[config.mk]
export PLATFORM = sky130hd
export DESIGN_NAME = regfile_read_stage
export DESIGN_NICKNAME = d
export VERILOG_FILES = /design/src/rtl/regfile_read_stage.sv
export SDC_FILE = /design/constraint.sdc
export NUM_CORES = 2
export LEC_CHECK = 0
export ABC_AREA = 1
export ABC_CLOCK_PERIOD_IN_PS = 4100
export CAP_MARGIN = 20
export CELL_PAD_IN_SITES_DETAIL_PLACEMENT = 1
export CELL_PAD_IN_SITES_GLOBAL_PLACEMENT = 1
export CORE_UTILIZATION = 50
export DETAILED_ROUTE_END_ITERATION = 10
export HOLD_SLACK_MARGIN = 0.02
export PLACE_DENSITY_LB_ADDON = 0.3
export SYNTH_ARGS = -nofsm -noshare
export SYNTH_HDL_FRONTEND = slang
export SYNTH_SLANG_ARGS = --single-unit
[constraint.sdc]
create_clock -name clk -period 4.1 [get_ports clk]
set_input_delay 0.82 -clock clk [delete_from_list [all_inputs] [get_ports clk]]
set_output_delay 0.82 -clock clk [all_outputs]
set_load 0.005 [all_outputs]
[src/rtl/regfile_read_stage.sv]
// regfile_read_stage
//   Operand-fetch stage feeding the ALU. Holds a 2^ADDR_W x WIDTH register
//   file (one write port, two read ports). Accepted read requests return
//   operands A/B and the ALU select s one cycle later. Same-cycle writes are
//   bypassed into reads, and writes refresh operands held during a stall.
//
// Ports
//   clk        rising-edge clock
//   rst_n      asynchronous active-low reset
//   rd_valid   read request present
//   rd_addr_a  source register for operand A
//   rd_addr_b  source register for operand B
//   op_in      ALU select travelling with the request
//   wr_en      write strobe from write-back
//   wr_addr    destination register
//   wr_data    write data
//   stall      downstream not ready, hold outputs
//   A, B       registered operands
//   s          registered ALU select
//   out_valid  A/B/s hold a valid operand set
//
// State   | meaning
// --------+--------------------------------------------
// EMPTY   | no valid operand set on the outputs
// VALID   | A/B/s hold an accepted operand set

module regfile_read_stage #(
    parameter int WIDTH  = 32,
    parameter int ADDR_W = 5
) (
    input  logic              clk,
    input  logic              rst_n,
    input  logic              rd_valid,
    input  logic [ADDR_W-1:0] rd_addr_a,
    input  logic [ADDR_W-1:0] rd_addr_b,
    input  logic [2:0]        op_in,
    input  logic              wr_en,
    input  logic [ADDR_W-1:0] wr_addr,
    input  logic [WIDTH-1:0]  wr_data,
    input  logic              stall,
    output logic [WIDTH-1:0]  A,
    output logic [WIDTH-1:0]  B,
    output logic [2:0]        s,
    output logic              out_valid
);

    localparam int DEPTH = 2 ** ADDR_W;

    typedef enum logic {
        EMPTY = 1'b0,
        VALID = 1'b1
    } state_t;

    state_t             state_q, state_d;
    logic [WIDTH-1:0]   mem_q [DEPTH];
    logic [WIDTH-1:0]   mem_d [DEPTH];
    logic [WIDTH-1:0]   a_q, a_d;
    logic [WIDTH-1:0]   b_q, b_d;
    logic [2:0]         s_q, s_d;
    logic [ADDR_W-1:0]  held_a_q, held_a_d;
    logic [ADDR_W-1:0]  held_b_q, held_b_d;

    logic               wr_live;
    logic               accept;
    logic [WIDTH-1:0]   val_a;
    logic [WIDTH-1:0]   val_b;

    // A write to r0 is never live, so r0 stays at its reset value of zero.
    assign wr_live = wr_en && (wr_addr != '0);
    assign accept  = rd_valid && !stall;

    // Bypass: a write landing this edge is what the read returns.
    assign val_a = (wr_live && (wr_addr == rd_addr_a)) ? wr_data : mem_q[rd_addr_a];
    assign val_b = (wr_live && (wr_addr == rd_addr_b)) ? wr_data : mem_q[rd_addr_b];

    always_comb begin
        mem_d = mem_q;
        if (wr_live) begin
            mem_d[wr_addr] = wr_data;
        end
    end

    always_comb begin
        state_d  = state_q;
        a_d      = a_q;
        b_d      = b_q;
        s_d      = s_q;
        held_a_d = held_a_q;
        held_b_d = held_b_q;

        if (accept) begin
            state_d  = VALID;
            a_d      = val_a;
            b_d      = val_b;
            s_d      = op_in;
            held_a_d = rd_addr_a;
            held_b_d = rd_addr_b;
        end else if (!stall) begin
            state_d = EMPTY;
        end else if (state_q == VALID && wr_live) begin
            // Held operands track writes to their source registers while stalled.
            if (wr_addr == held_a_q) begin
                a_d = wr_data;
            end
            if (wr_addr == held_b_q) begin
                b_d = wr_data;
            end
        end
    end

    always_ff @(posedge clk or negedge rst_n) begin
        if (!rst_n) begin
            state_q  <= EMPTY;
            a_q      <= '0;
            b_q      <= '0;
            s_q      <= '0;
            held_a_q <= '0;
            held_b_q <= '0;
            for (int i = 0; i < DEPTH; i++) begin
                mem_q[i] <= '0;
            end
        end else begin
            state_q  <= state_d;
            a_q      <= a_d;
            b_q      <= b_d;
            s_q      <= s_d;
            held_a_q <= held_a_d;
            held_b_q <= held_b_d;
            mem_q    <= mem_d;
        end
    end

    assign A         = a_q;
    assign B         = b_q;
    assign s         = s_q;
    assign out_valid = (state_q == VALID);

endmodule

==> out/metrics.cfg <==
[outcome]
status = completed

[global_routing]
grt_pass1_vias = 66824
grt_pass1_wl_mm = 397
grt_max_degree = 126
antenna_found_initial = 6
grt.overflow.total = 0
grt_usage = 0.426

[clocking]
cts_tree = built
cts_hold_buf = 0
clockBufferDepth = 3
cts_root_buf = clkbuf_16
cts_sinks = 1102
post_cts_resized = 0
clk_pin_slew_worst_paths_ns = 0.06
postCtsSetupBuffers = 0
clk_latency_ns = 0.76
cts-buffers-inserted = 132
ctsHtreeMaxLevel = 4

[power]
switchingPower_uw = 10900
power_leakage_uw = 0.0317
p_int_uw = 22400
power_frac_clock = 0.361
vdd_drop_max_v = 0.000447
p_sw_frac = 0.327
total_power_uw = 33200
cellPowerDensity_nw_per_um2 = 499
pwr-share-seq = 0.440
combPwrFrac = 0.199

[sta]
slew_headroom = 0.187
setup_viol = 0
rsz0062_at_grt = false
hold_viol = 0
fmax_mhz = 337
min_period_ns = 2.96
tns_ns = 0
slew_violations = 0
clock-skew-final_ns = 0.0169
max_slew.worst_pin.slew_ns = 1.22
finalCritPeriodShare = 0.723

[detailed_routing]
wl_per_cell_um = 26.1
vias = 64432
antenna_left = 0
vias_per_cell = 6.47
wl_mm = 260
drtIter0Drc = 7212
dr.pass1.iters = 6
route.detailed.drc = 0

[place]
portBuffers = 122
dp.final_hpwl_mm = 142
gp_congestion = 0.884

[setup_path]
reg2reg_to = A[12]$_DFFE_PN0P_
reg2regPathDepth = 8
slowest_delay_ns = 0.82
arrival_ns = 3.64
path_cells = clkdlybuf4s50_1, inv_2, nand2_1, nor3b_1, nand3_1, nand2_2, inv_2, nand2_1, nand2_1, a21oi_1
worstSetupStartpointType = primary input
critical-path-top-delay-family = buffers and inverters
r2r_slack_ns = 1.80
critPathCapture = B[9]$_DFFE_PN0P_
cp.buffers_inverters = 3
cp.required_ns = 4.77
cp_num_cells = 10
r2r-start = out_valid$_DFFE_PN0P_
crit_fanout = 32
cpMostUsedCell = nand2_1
path_class = in -> reg
cpMaxStageDelayCell = clkdlybuf4s50_1
cp-startpoint = wr_addr[1]
crit_path_end_kind = flop

[final_layout]
nNetsFinal = 8381
drive_gt1_frac = 0.0502
area_growth_pct = 11.6

[min_path]
hold_class = in -> async

[die]
die_w_um = 348
die_h_um = 348
rows = 126
die_area_sq_um = 121000
start_util = 0.505
core_area_sq_um = 118000
io_pins = 123

[synth]
netlist_top_cells_area = dfrtp_1, nand2_1, nand3_1, o21ai_0, clkbuf_1
yosys_warnings = 0
syn-num-nets = 8744
yosys.area.top_type = dfrtp_1
synth_cell_types = 19
ys_seq_elements = 1102
seq_area_frac_synth = 0.462
syn_avg_cell_area_sq_um = 6.87
yosysTopAreaCellShare = 0.462
synth_cells = 8689
synth_area_sq_um = 59700

[run]
cap_violations = 0

-- layout by cell type, fill, tap and decap left out, drive strengths merged --
cell type      instances
nor3b                  2
clkbuf               199
nand2               3780
nor3                  12
clkdlybuf4s50        111
xor2                   6
nor2                  74
a21oi                128
nand3               1733
clkinvlp               2
inv                  130
diode                  6
o21ai                938
nor4                   2
dfrtp               1102
buf                  176
clkinv                16
bufinv                 8
-- layer usage --
metal	global-route usage	share of wire	vias up
met3	0.0946	0.11	1053
met5	0	0.00039	-
met2	0.658	0.44	3754
met4	0.239	0.060	4
li1	-	-	27510
met1	0.555	0.39	32111
-- worst min path at each step --
stage / from / end / slack (ns) / cells after the start
2_1_floorplan: mem_q[1000]$_DFFE_PN0P_ / mem_q[1000]$_DFFE_PN0P_ / 0.45 / 1
3_5_place_dp: mem_q[1013]$_DFFE_PN0P_ / mem_q[1013]$_DFFE_PN0P_ / 0.39 / 0
6_report: rst_n / mem_q[365]$_DFFE_PN0P_ / 0.09 / 1
5_1_grt: rst_n / mem_q[397]$_DFFE_PN0P_ / 0.11 / 1
3_3_place_gp: mem_q[1007]$_DFFE_PN0P_ / mem_q[1007]$_DFFE_PN0P_ / 0.39 / 0
4_1_cts: rst_n / mem_q[618]$_DFFE_PN0P_ / 0.07 / 1
-- per-stage QoR --
step / instances / utilization / hold WS (ns) / worst slack [ns] / cell area (sq um)
CTS: 9946 / 0.562 / 0.0729 / 1.23 / 66400
global placement: 9718 / 0.525 / 0.386 / 0.606 / 62100
floorplan: 8689 / - / 0.451 / 1.76 / 59700
detailed placement: 9719 / 0.525 / 0.391 / 0.518 / 62100
finish: 9961 / 0.564 / 0.0898 / 1.14 / 66700
global route: 9956 / 0.564 / 0.108 / 1.07 / 66700
-- sequential cells by signal (all words and copies together) (netlist names) --
register	flops
held_b_q	5
B	32
s	3
mem_q	1024
held_a_q	5
out_valid	1
A	32
-- final cells by class --
| type | instances | area [sq um] |
|---|---|---|
| timing repair buffer | 287 | 3430 |
| tap | 1536 | 1920 |
| inverter | 128 | 526 |
| sequential | 1102 | 27600 |
| antenna | 6 | 15.0 |
| clock buffer | 199 | 3940 |
| clock inverter | 28 | 357 |
| fill | 15050 | 51600 |
| multi-input combinational | 6675 | 28900 |
-- Yosys cell counts, drive strengths merged --
cell type and count:
nor4 2, nand2 3780, nor3 12, nand3 1733, clkinv 5, xor2 6, nor2 74, a21oi 128
nor3b 2, clkbuf 713, buf 71, inv 123, dfrtp 1102, o21ai 938
-- power groups by stage --
| stage | clock [uW] | combinational, uW | sequential (uW) |
|---|---|---|---|
| after floorplan | 0 | 4220 | 14200 |
| after global placement | 0 | 5980 | 14600 |
| after detailed placement | 0 | 6380 | 14700 |
| after CTS | 12000 | 6490 | 14600 |
| after global routing | 12400 | 7380 | 14900 |
| final | 12000 | 6620 | 14600 |
-- worst reg2reg max path: cells and delay by family (launching register included) --
kind	cells	cell delay, ns
flip-flops	1	0.34
AND/OR/NAND/NOR	6	1.32
buffers and inverters	1	0.38
AO/OA/AOI/OAI	1	0.17
-- cell families after synthesis --
| family | Yosys count | share of synthesized area |
|---|---|---|
| flip-flops | 1102 | 0.462 |
| buffers and inverters | 912 | 0.0577 |
| XOR/XNOR | 6 | 0.000880 |
| AO/OA/AOI/OAI | 1066 | 0.0893 |
| AND/OR/NAND/NOR | 5603 | 0.390 |
Power figures use the tool's default switching activity.
